File: src/rtl/registro_tiempo_cronometro.sv
`timescale 1ns/1ps
`default_nettype none
// ============================================================================
// Module      : registro_tiempo_cronometro
// Description : Chronometer time-register bank. Holds NUM_FIELDS packed BCD
//               fields (0 = seconds, 1 = minutes, 2 = hours, ...). Fields can
//               be loaded from the bus path (EN) or the user path (ACT), edited
//               with inc/dec (per-field wrap, no carry), and counted down at
//               1 Hz with borrow propagation and a completion pulse.
// Ports       : clk, reset (sync, active-high)
//               seleccion/EN/ACT/EN_deco/addr/din : field load interface
//               inc/dec       : user edit of field addr (IDLE/DONE only)
//               start/stop    : countdown control; tick : 1 Hz enable
//               dato          : packed fields, field i at [8i+7:8i]
//               running/done/load_err : status (done, load_err are pulses)
//               prewarn       : only when CRONO_PREWARN_EN is defined
// Options     : CRONO_PREWARN_EN adds the prewarn output
// Revision    : 1.0 - initial release
// ============================================================================
module registro_tiempo_cronometro #(
  parameter int         NUM_FIELDS = 3,
  parameter int         ADDR_W     = 2,
  parameter logic [7:0] LOW_MAX    = 8'h59,
  parameter logic [7:0] TOP_MAX    = 8'h23
) (
  input  logic                    clk,
  input  logic                    reset,
  input  logic                    seleccion,
  input  logic                    EN,
  input  logic                    ACT,
  input  logic                    EN_deco,
  input  logic [ADDR_W-1:0]       addr,
  input  logic [7:0]              din,
  input  logic                    inc,
  input  logic                    dec,
  input  logic                    start,
  input  logic                    stop,
  input  logic                    tick,
  output logic [8*NUM_FIELDS-1:0] dato,
  output logic                    running,
  output logic                    done,
  output logic                    load_err
`ifdef CRONO_PREWARN_EN
  ,
  output logic                    prewarn
`endif
);

  typedef enum logic [1:0] {
    IDLE = 2'd0,
    RUN  = 2'd1,
    DONE = 2'd2
  } state_t;

  state_t                  state_q, state_d;
  logic [8*NUM_FIELDS-1:0] fields_q, fields_d;
  logic                    running_q, running_d;
  logic                    done_q, done_d;
  logic                    load_err_q, load_err_d;

  logic [31:0]             addr_ext;
  logic                    addr_ok;
  logic [7:0]              sel_limit;
  logic                    din_ok;
  logic                    load_req;
  logic                    any_nz;
  logic [8*NUM_FIELDS-1:0] count_dn;
  logic                    dn_borrow;

  function automatic logic [7:0] field_limit(input int idx);
    return (idx == NUM_FIELDS - 1) ? TOP_MAX : LOW_MAX;
  endfunction

  function automatic logic [7:0] bcd_inc(input logic [7:0] v);
    return (v[3:0] == 4'd9) ? {v[7:4] + 4'd1, 4'd0} : v + 8'd1;
  endfunction

  function automatic logic [7:0] bcd_dec(input logic [7:0] v);
    return (v[3:0] == 4'd0) ? {v[7:4] - 4'd1, 4'd9} : v - 8'd1;
  endfunction

  assign addr_ext  = 32'(addr);
  assign addr_ok   = (addr_ext < NUM_FIELDS);
  assign sel_limit = (addr_ext == 32'(NUM_FIELDS - 1)) ? TOP_MAX : LOW_MAX;
  assign din_ok    = (din[7:4] <= 4'd9) && (din[3:0] <= 4'd9) && (din <= sel_limit);
  assign load_req  = EN_deco && ((EN && !seleccion) || (ACT && seleccion));
  assign any_nz    = |fields_q;

  // One-second countdown: a field at 00 reloads to its limit and keeps the
  // borrow moving up; the first nonzero field absorbs it.
  always_comb begin
    count_dn  = fields_q;
    dn_borrow = 1'b1;
    for (int i = 0; i < NUM_FIELDS; i++) begin
      if (dn_borrow) begin
        if (fields_q[8*i +: 8] == 8'h00) begin
          count_dn[8*i +: 8] = field_limit(i);
        end else begin
          count_dn[8*i +: 8] = bcd_dec(fields_q[8*i +: 8]);
          dn_borrow          = 1'b0;
        end
      end
    end
  end

  // Strict per-cycle priority: the highest asserted request owns the cycle
  // and every lower request in that cycle is discarded.
  always_comb begin
    fields_d   = fields_q;
    state_d    = state_q;
    done_d     = 1'b0;
    load_err_d = 1'b0;
    if (load_req) begin
      if (addr_ok) begin
        if (din_ok) begin
          for (int i = 0; i < NUM_FIELDS; i++) begin
            if (addr_ext == 32'(i)) fields_d[8*i +: 8] = din;
          end
          if (state_q == DONE) state_d = IDLE;
        end else begin
          load_err_d = 1'b1;
        end
      end
    end else if (stop) begin
      state_d = IDLE;
    end else if (start) begin
      if (state_q != RUN && any_nz) state_d = RUN;
    end else if (inc || dec) begin
      if (state_q != RUN && addr_ok && (inc != dec)) begin
        for (int i = 0; i < NUM_FIELDS; i++) begin
          if (addr_ext == 32'(i)) begin
            if (inc)
              fields_d[8*i +: 8] = (fields_q[8*i +: 8] == field_limit(i)) ?
                                   8'h00 : bcd_inc(fields_q[8*i +: 8]);
            else
              fields_d[8*i +: 8] = (fields_q[8*i +: 8] == 8'h00) ?
                                   field_limit(i) : bcd_dec(fields_q[8*i +: 8]);
          end
        end
      end
    end else if (tick && state_q == RUN) begin
      if (!any_nz) begin
        state_d = DONE;
        done_d  = 1'b1;
      end else begin
        fields_d = count_dn;
        if (~|count_dn) begin
          state_d = DONE;
          done_d  = 1'b1;
        end
      end
    end
  end

  assign running_d = (state_d == RUN);

  always_ff @(posedge clk) begin
    if (reset) begin
      state_q    <= IDLE;
      fields_q   <= '0;
      running_q  <= 1'b0;
      done_q     <= 1'b0;
      load_err_q <= 1'b0;
    end else begin
      state_q    <= state_d;
      fields_q   <= fields_d;
      running_q  <= running_d;
      done_q     <= done_d;
      load_err_q <= load_err_d;
    end
  end

  assign dato     = fields_q;
  assign running  = running_q;
  assign done     = done_q;
  assign load_err = load_err_q;

`ifdef CRONO_PREWARN_EN
  logic prewarn_q, prewarn_d;

  // Last ten seconds of a run: every field above seconds is 00.
  assign prewarn_d = (state_d == RUN) &&
                     (fields_d[8*NUM_FIELDS-1:8] == '0) &&
                     (fields_d[7:0] <= 8'h10);

  always_ff @(posedge clk) begin
    if (reset) prewarn_q <= 1'b0;
    else       prewarn_q <= prewarn_d;
  end

  assign prewarn = prewarn_q;
`endif

endmodule
`default_nettype wire

File: config.mk
export PLATFORM = sky130hd
export DESIGN_NAME = registro_tiempo_cronometro
export DESIGN_NICKNAME = d
export VERILOG_FILES = /design/src/rtl/registro_tiempo_cronometro.sv
export SDC_FILE = /design/constraint.sdc
export NUM_CORES = 1
export LEC_CHECK = 0
export CAP_MARGIN = 25
export CELL_PAD_IN_SITES_DETAIL_PLACEMENT = 0
export CELL_PAD_IN_SITES_GLOBAL_PLACEMENT = 1
export CORE_UTILIZATION = 34
export CTS_CLUSTER_SIZE = 14
export DETAILED_ROUTE_END_ITERATION = 7
export PLACE_DENSITY = 0.67
export SKIP_LAST_GASP = 1
export SLEW_MARGIN = 20
export SYNTH_ARGS = -nofsm -noshare
export SYNTH_HDL_FRONTEND = slang
export SYNTH_SLANG_ARGS = --single-unit
File: constraint.sdc
create_clock -name clk -period 8.1 [get_ports clk]
set_clock_uncertainty 0.1 [all_clocks]
set_input_delay 1.62 -clock clk [delete_from_list [all_inputs] [get_ports clk]]
set_output_delay 1.62 -clock clk [all_outputs]
set_load 0.05 [all_outputs]
==> run metrics, run 1 <==
Die ar.=11500 sq um; synthesized flop and latch total=29; clk slew on worst S/H paths=0.07 ns; # rows=38; # IOs=48; Die X=107 microns; achievable clock frequency=204 MHz; synthesized area=3760 sq um; Core Area=10800 sq um; Area growth syn-to-layout=15.5%; vias per std cell=6.16; number of synthesized flops with an enable pin=0; total clock buffers created by CTS=5; starting density of the core=0.349; Primary FF master, synth=dfxtp_1; WL met2=6.06 mm; Post-CTS Setup Repair Bufs=0; final core occ=0.403; Residual DRC=0; share of layout cells above drive strength 1=0.0866; Detailed Place HPWL=9.76 mm; Final Hold Fails=0; wire length per cell=19.9 microns; gr usage total=0.236; Tcrit/Tclk final=0.607; area share of the largest cell type after synthesis=0.154; Leak=1.45 nW; first-pass GRT wire length=21.3 mm; total iterations of the first detailed-routing run=5; post-synthesis cell type count=74; DR vias=4132; Setup Crit Path Kind=primary input to flip-flop; fill count=1112; initial antenna violation count=0; Antenna Cells=0; Hold WC Path Type=flip-flop to flip-flop; DR WL met3=767 microns; cells along the critical path=clkdlybuf4s50_1, buf_4, inv_1, ha_1, clkinv_1, o2111ai_1, a2111oi_2, a22oi_4, nor2_2, mux2i_1, nor2_1; Slew headroom=0.330; Final Max Tran Viols=0; ys async rst share=0; Hold-fix buffers, CTS=0; final wirelength=13.3 mm; First DRT Iteration DRCs=269; clk_lat worst skew=0.28 ns; CTS root buf=clkbuf_8; nature of the critical path endpoint=flip-flop; CTS Buffer Depth=2; RSZ-0062 raised after global routing=no; Mean Syn Cell Area=7.31 sq um; fin crit period=4.91 ns; delay-heaviest family, CP=buffers and inverters; largest net degree at the start of global routing=33; final setup fails=0; CP bufs+invs=4; Worst Max-Slew Pin Slew=1.00 ns; synth top area cells=dfxtp_1 15%, ha_1 8.3%, nor2_1 5.8%, a21oi_1 4.4%, nand2_1 3.8%; top-count cell post-synth=nor2_1; sequential share of the synthesized area=0.154; Fin Setup TNS=0 ns; H-tree depth=2; max_cap viols=0; Post-synth top cells=58 x nor2_1, 38 x nand2_1, 33 x a21oi_1; Required @ worst endpoint=8.16 ns; slowest cell on the critical path=ha_1; Startpoint Class=primary input; Final ANT Viol Nets=0; Max stage delay on crit path=0.54 ns; PD cells=123 nW/um^2; M1 WL=6.20 mm; vias in the first global route=3821; Max Used Layer=met4; Worst Path Max Fanout=29; leading area contributor after synthesis=dfxtp_1; crit path DAT=4.97 ns; maximum VDD drop=61.6 uV; CTS tree=yes; gpl congestion=0.861; Cells after Synth=515; post-CTS sizing=0; Nets=576; TritonCTS Sinks=29; synth warn=0; Overflow after GRT=0; Die Y=107 microns; Syn Nets=561; IO Port Bufs=47; outcome=finished, final reports clean
## path summary, 6_finish.rpt
| path | from | to | depth (start not counted) | slack [ns] |
|---|---|---|---|---|
| worst max-delay path | inc | dato[2]$_SDFFE_PP0P_ | 11 | 3.19 |
| worst min-delay path | state_q[1]$_SDFF_PP0_ | state_q[1]$_SDFF_PP0_ | 2 | 0.49 |
| worst max register to register | dato[8]$_SDFFE_PP0P_ | dato[20]$_SDFFE_PP0P_ | 9 | 4.51 |
| worst min register to register | state_q[1]$_SDFF_PP0_ | state_q[1]$_SDFF_PP0_ | 2 | 0.49 |
## worst min-delay path: cells and delay by family (launching register included)
family / cells / cell delay (ns)
AO/OA/AOI/OAI: 2 / 0.21
flip-flops: 1 / 0.33
## state kept, by name, indices dropped and copies added, names as in the netlist
| register | flops |
|---|---|
| running | 1 |
| done | 1 |
| state_q | 2 |
| load_err | 1 |
| dato | 24 |
## metrics by stage
step	hold slack (ns)	setup WS (ns)	total power, W	cells	area (sq um)
finish	0.488	3.19	0.000536	671	4350
global route	0.510	2.84	0.000564	671	4350
CTS	0.472	3.20	0.000534	671	4350
detailed placement	0.463	2.90	0.000397	663	4250
global placement	0.449	2.99	0.000398	663	4250
floorplan	0.398	4.13	0.000329	515	3760
## cells in the final DEF, fill, tap and decap left out, types with 5 or more instances in the layout
master	n
nand2b_1	8
a211oi_1	11
mux2i_1	10
nor2b_1	5
nand4_1	9
nand2_1	38
o211ai_1	14
o31ai_1	8
a2111oi_0	5
nand3_1	15
xnor2_1	9
nand3b_1	5
a32oi_1	5
nor3b_1	7
or3b_2	7
nor2_1	58
clkdlybuf4s50_1	47
nor3_1	14
o221ai_1	9
o21ai_0	27
a311oi_1	5
dfxtp_1	29
clkbuf_8	7
ha_1	25
a21oi_1	33
nor4_1	7
inv_1	23
a31oi_1	10
## layout make-up
| class | count | area (sq um) | area share |
|---|---|---|---|
| Clock buffer | 7 | 96.3 | 0.0222 |
| Multi-Input combinational cell | 419 | 2900 | 0.667 |
| Sequential cell | 29 | 581 | 0.134 |
| Tap cell | 140 | 175 | 0.0403 |
| Inverter | 24 | 90.1 | 0.0207 |
| Clock inverter | 1 | 5.00 | 0.00115 |
| Timing Repair Buffer | 51 | 500 | 0.115 |
## where the power goes
part | internal (W) | switching [W]
combinational | 0.0000874 | 0.000149
sequential | 0.000147 | 0.0000146
clock | 0.0000768 | 0.0000608
## metal layers
metal | global-route usage | vias to the layer above
met4 | 0.0724 | 0
met5 | 0 | -
met1 | 0.329 | 1980
met2 | 0.374 | 154
li1 | - | 1979
met3 | 0.0322 | 19
## cells by family after synthesis
family,after synthesis,share of synthesized area
and+or+nand+nor,196,0.280
AOI/OAI and AO/OA,172,0.339
adders and majority gates,25,0.0831
DFF,29,0.154
xor gates and xnor gates,11,0.0256
muxes,15,0.0425
buffers and inverters,67,0.0754
Power figures use the tool's default switching activity.
==> run 2, diff against run 1 <==
PLACE_DENSITY = 0.7   (was 0.67)
clock period = 4.34 ns   (was 8.1 ns; I/O delays follow)
==> run metrics, run 2 (synthesized netlist as in run 1, its figures left out) <==
outcome=finished, final reports clean (unchanged); Residual DRC=0 (unchanged); Hold WC Path Type=flip-flop to flip-flop (unchanged); CTS root buf=clkbuf_8 (unchanged); fin crit period=3.74 ns; gpl congestion=0.878 (was 0.861); starting density of the core=0.349 (unchanged); initial antenna violation count=0 (unchanged); Worst Max-Slew Pin Slew=0.831 ns (was 1.00 ns); TritonCTS Sinks=29 (unchanged); vias per std cell=6.19 (was 6.16); gr usage total=0.226 (was 0.236); Overflow after GRT=0 (unchanged); nature of the critical path endpoint=flip-flop (unchanged); Final ANT Viol Nets=0 (unchanged); # IOs=48 (unchanged); achievable clock frequency=267 MHz; vias in the first global route=3736 (was 3821); Fin Setup TNS=0 ns (unchanged); PD cells=222 nW/um^2 (was 123 nW/um^2); clk_lat worst skew=0.28 ns (about the same); Setup Crit Path Kind=primary input to flip-flop (unchanged); RSZ-0062 raised after global routing=no (unchanged); CTS Buffer Depth=2 (unchanged); Antenna Cells=0 (unchanged); total iterations of the first detailed-routing run=4 (was 5); post-CTS sizing=0 (unchanged); Worst Path Max Fanout=10 (was 29); CP bufs+invs=2 (was 4); Tcrit/Tclk final=0.863; hold path startpoint=state_q[1]$_SDFF_PP0_ (unchanged); first-pass GRT wire length=20.4 mm (was 21.3 mm); First DRT Iteration DRCs=223 (was 269); total clock buffers created by CTS=5 (unchanged); Post-CTS Setup Repair Bufs=0 (unchanged); Die X=107 microns (unchanged); final wirelength=13.1 mm (was 13.3 mm); crit path DAT=3.82 ns (was 4.97 ns); final setup fails=0 (unchanged); Required @ worst endpoint=4.41 ns (was 8.16 ns); Detailed Place HPWL=9.43 mm (was 9.76 mm); slowest cell on the critical path=clkdlybuf4s50_1 (was ha_1); Final Hold Fails=0 (unchanged); Die Y=107 microns (unchanged); Nets=583 (was 576); CP Launch Point=addr[0] (was inc); max_cap viols=0 (unchanged); Startpoint Class=primary input (unchanged); wire length per cell=19.3 microns (was 19.9 microns); Hold-fix buffers, CTS=0 (unchanged); most frequent cells in the layout=58 x nor2_1, 47 x clkdlybuf4s50_1, 38 x nand2_1 (unchanged); IO Port Bufs=47 (unchanged); Area growth syn-to-layout=16.4% (was 15.5%); fill count=1100 (was 1112); Largest register FFs=24 (unchanged); maximum VDD drop=126 uV (was 61.6 uV); Core Area=10800 sq um (unchanged); clk slew on worst S/H paths=0.06 ns (was 0.07 ns); largest net degree at the start of global routing=29 (was 33); Final Max Tran Viols=0 (unchanged); RR Startpoint=dato[1]$_SDFFE_PP0P_ (was dato[8]$_SDFFE_PP0P_); Leak=1.47 nW (was 1.45 nW); cells along the critical path=clkdlybuf4s50_1, nand2b_1, inv_1, ha_1, o21ai_0, a21oi_1, o31ai_1, a22oi_4, nor2_2, mux2i_1, nor2_1 (was clkdlybuf4s50_1, buf_4, inv_1, ha_1, clkinv_1, o2111ai_1, a2111oi_2, a22oi_4, nor2_2, mux2i_1, nor2_1); H-tree depth=2 (unchanged); # rows=38 (unchanged); Max stage delay on crit path=0.52 ns (was 0.54 ns); CTS tree=yes (unchanged); DR vias=4194 (was 4132); share of layout cells above drive strength 1=0.0929 (was 0.0866); hold slack=0.459 ns (was 0.488 ns); Die ar.=11500 sq um (unchanged); Slew headroom=0.445 (was 0.330); commonest non-fill, non-tap cell in the layout=nor2_1 (unchanged); delay-heaviest family, CP=compound AO/OA/AOI/OAI gates (was buffers and inverters)
run 2: cell count changes in the layout (fill, tap and decap cells not counted), sizes merged:
cell / delta
clkinv: -1
clkbuf: +1
buf: +7
run 2: metrics by stage:
step	setup slack [ns]	power (W)	utilization	std cells	cell area [sq um]
floorplan	1.12	0.000614	-	515	3760
global placement	0.461	0.000744	0.398	669	4290
detailed placement	0.299	0.000746	0.398	669	4290
CTS	0.594	0.000965	0.405	677	4370
global route	0.368	0.00103	0.406	678	4380
finish	0.596	0.000971	0.406	678	4380
run 2: where the power goes:
group | leakage, nW | internal [W] | switching (W)
clock network | 0.0395 | 0.000114 | 0.000107
logic | 1.20 | 0.000171 | 0.000278
registers | 0.235 | 0.000275 | 0.0000252
run 2: final timing paths:
path / end / slack (ns) / cells after the start
max: dato[6]$_SDFFE_PP0P_ / 0.60 / 11
min: state_q[1]$_SDFF_PP0_ / 0.46 / 2
max reg2reg: done$_SDFF_PP0_ / 0.81 / 8
min reg2reg: state_q[1]$_SDFF_PP0_ / 0.46 / 2
run 2: worst reg2reg max path: cells and delay by family, from the launching register on:
kind	cells	cell delay, ns
flops	1	0.41
compound gates	2	1.03
buf+inv	1	0.12
fa+ha+maj	1	0.42
simple gates	4	1.33
run 2: layer usage:
| metal | global-route usage | share of wire | vias up |
|---|---|---|---|
| met3 | 0.0280 | 0.062 | 24 |
| met5 | 0 | 0 | - |
| met2 | 0.359 | 0.46 | 156 |
| met4 | 0.0636 | 0.021 | 0 |
| li1 | - | - | 1997 |
| met1 | 0.319 | 0.46 | 2017 |
run 2: area by class of cell:
cell class,count,area [sq um],share of cell area
multi-input combinational,419,2900,0.662
sequential,29,581,0.132
tap,140,175,0.0400
clock buffer,8,80.1,0.0183
timing repair buffer,58,557,0.127
inverter,24,90.1,0.0206
==> run 3, diff against run 2 <==
SETUP_SLACK_MARGIN = 0.4   (was not set)
SKIP_CTS_REPAIR_TIMING = 1   (was not set)
==> run metrics, run 3 (synthesized netlist as in run 1, its figures left out) <==
final wirelength=13.1 mm (about the same); Residual DRC=0 (unchanged); Nets=584 (was 583); clk_lat worst skew=0.28 ns (about the same); RR Startpoint=dato[1]$_SDFFE_PP0P_ (unchanged); most frequent cells in the layout=58 x nor2_1, 47 x clkdlybuf4s50_1, 38 x nand2_1 (unchanged); # IOs=48 (unchanged); fin crit period=3.79 ns (was 3.74 ns); vias in the first global route=3736 (unchanged); achievable clock frequency=264 MHz (was 267 MHz); Sw Ratio=0.422 (was 0.423); max_cap viols=0 (unchanged); total clock buffers created by CTS=5 (unchanged); wire length per cell=19.3 microns (about the same); # rows=38 (unchanged); first-pass GRT wire length=20.4 mm (unchanged); Hold WC Path Type=flip-flop to flip-flop (unchanged); Area growth syn-to-layout=17.1% (was 16.4%); Largest register FFs=24 (unchanged); Overflow after GRT=0 (unchanged); hold path startpoint=state_q[1]$_SDFF_PP0_ (unchanged); nature of the critical path endpoint=flip-flop (unchanged); initial antenna violation count=0 (unchanged); RSZ-0062 raised after global routing=yes (was no); Startpoint Class=primary input (unchanged); commonest non-fill, non-tap cell in the layout=nor2_1 (unchanged); Final ANT Viol Nets=0 (unchanged); fill count=1097 (was 1100); CTS tree=yes (unchanged); Die X=107 microns (unchanged); Antenna Cells=0 (unchanged); Tcrit/Tclk final=0.873 (was 0.863); crit path DAT=3.86 ns (was 3.82 ns); CTS Buffer Depth=2 (unchanged); Worst Max-Slew Pin Slew=0.793 ns (was 0.831 ns); CTS root buf=clkbuf_8 (unchanged); vias per std cell=6.16 (was 6.19); TritonCTS Sinks=29 (unchanged); Core Area=10800 sq um (unchanged); Max stage delay on crit path=0.52 ns (about the same); Seq pwr share=0.309 (was 0.310); final setup fails=0 (unchanged); First DRT Iteration DRCs=233 (was 223); combinational power share=0.465 (was 0.463); post-route insts no fill=679 (was 678); NetSw=0.000411 W (about the same); share of layout cells above drive strength 1=0.0946 (was 0.0929); Final Hold Fails=0 (unchanged); total iterations of the first detailed-routing run=5 (was 4); Setup Crit Path Kind=primary input to flip-flop (unchanged); H-tree depth=2 (unchanged); clock share of power=0.226 (was 0.227); gpl congestion=0.878 (unchanged); cells along the critical path=clkdlybuf4s50_1, nand2b_1, inv_1, ha_1, o21ai_0, a21oi_1, o31ai_1, a22oi_4, nor2_2, mux2i_1, nor2_1 (unchanged); slowest cell on the critical path=clkdlybuf4s50_1 (unchanged); Fin Setup TNS=0 ns (unchanged); gr usage total=0.226 (unchanged); Slew headroom=0.470 (was 0.445); starting density of the core=0.349 (unchanged); Required @ worst endpoint=4.41 ns (about the same); Worst Path Max Fanout=10 (unchanged); Die ar.=11500 sq um (unchanged); Leak=1.48 nW (was 1.47 nW); worst reg-to-reg setup slack=0.84 ns (was 0.81 ns); Die Y=107 microns (unchanged); PD cells=220 nW/um^2 (was 222 nW/um^2); largest net degree at the start of global routing=29 (unchanged); Detailed Place HPWL=9.43 mm (unchanged); outcome=finished, final reports clean (unchanged); clk slew on worst S/H paths=0.06 ns (about the same); CP Launch Point=addr[0] (unchanged); Placed Cells=669 (unchanged); Final Max Tran Viols=0 (unchanged); maximum VDD drop=126 uV (about the same); DR vias=4184 (was 4194); IO Port Bufs=47 (unchanged); P_int=0.000562 W (was 0.000560 W)
run 3: stage by stage:
stage	total power, W	setup WS (ns)	hold slack, ns	util	area, sq um
floorplan	0.000614	1.12	0.398	-	3760
global placement	0.000744	0.461	0.462	0.398	4290
detailed placement	0.000746	0.299	0.443	0.398	4290
CTS	0.000965	0.594	0.456	0.405	4370
global route	0.00103	0.374	0.487	0.409	4410
finish	0.000972	0.551	0.456	0.409	4410
run 3: routing by layer:
layer / global-route usage / vias to the layer above / wire length (microns)
li1: - / 2003 / -
met3: 0.0280 / 22 / 809
met2: 0.359 / 159 / 6000
met4: 0.0636 / 0 / 264
met5: 0 / - / 0
met1: 0.319 / 2000 / 6010
run 3: worst max-delay path, delay by kind of cell:
| family | cells | cell delay (ns) |
|---|---|---|
| compound gates | 4 | 0.95 |
| fa+ha+maj | 1 | 0.31 |
| buf+inv | 2 | 0.66 |
| mux | 1 | 0.24 |
| simple gates | 3 | 0.82 |
run 3: worst paths after layout:
path / end / depth (start not counted)
worst max register to register: done$_SDFF_PP0_ / 8
worst max-delay path: dato[6]$_SDFFE_PP0P_ / 11
worst min-delay path: state_q[1]$_SDFF_PP0_ / 2
worst min register to register: state_q[1]$_SDFF_PP0_ / 2
run 3: cell type report:
cell class | instances | area, sq um | share of cell area
multi-input combinational | 419 | 2910 | 0.659
tap | 140 | 175 | 0.0397
sequential | 29 | 581 | 0.132
inverter | 24 | 90.1 | 0.0204
timing repair buffer | 59 | 577 | 0.131
clock buffer | 8 | 80.1 | 0.0182
run 3: power groups by stage:
stage               logic, W  registers (W)  clock network [W]
finish              0.000452       0.000301           0.000220
global route        0.000487       0.000303           0.000238
CTS                 0.000442       0.000300           0.000223
detailed placement  0.000440       0.000306                  0
global placement    0.000438       0.000306                  0
floorplan           0.000296       0.000318                  0
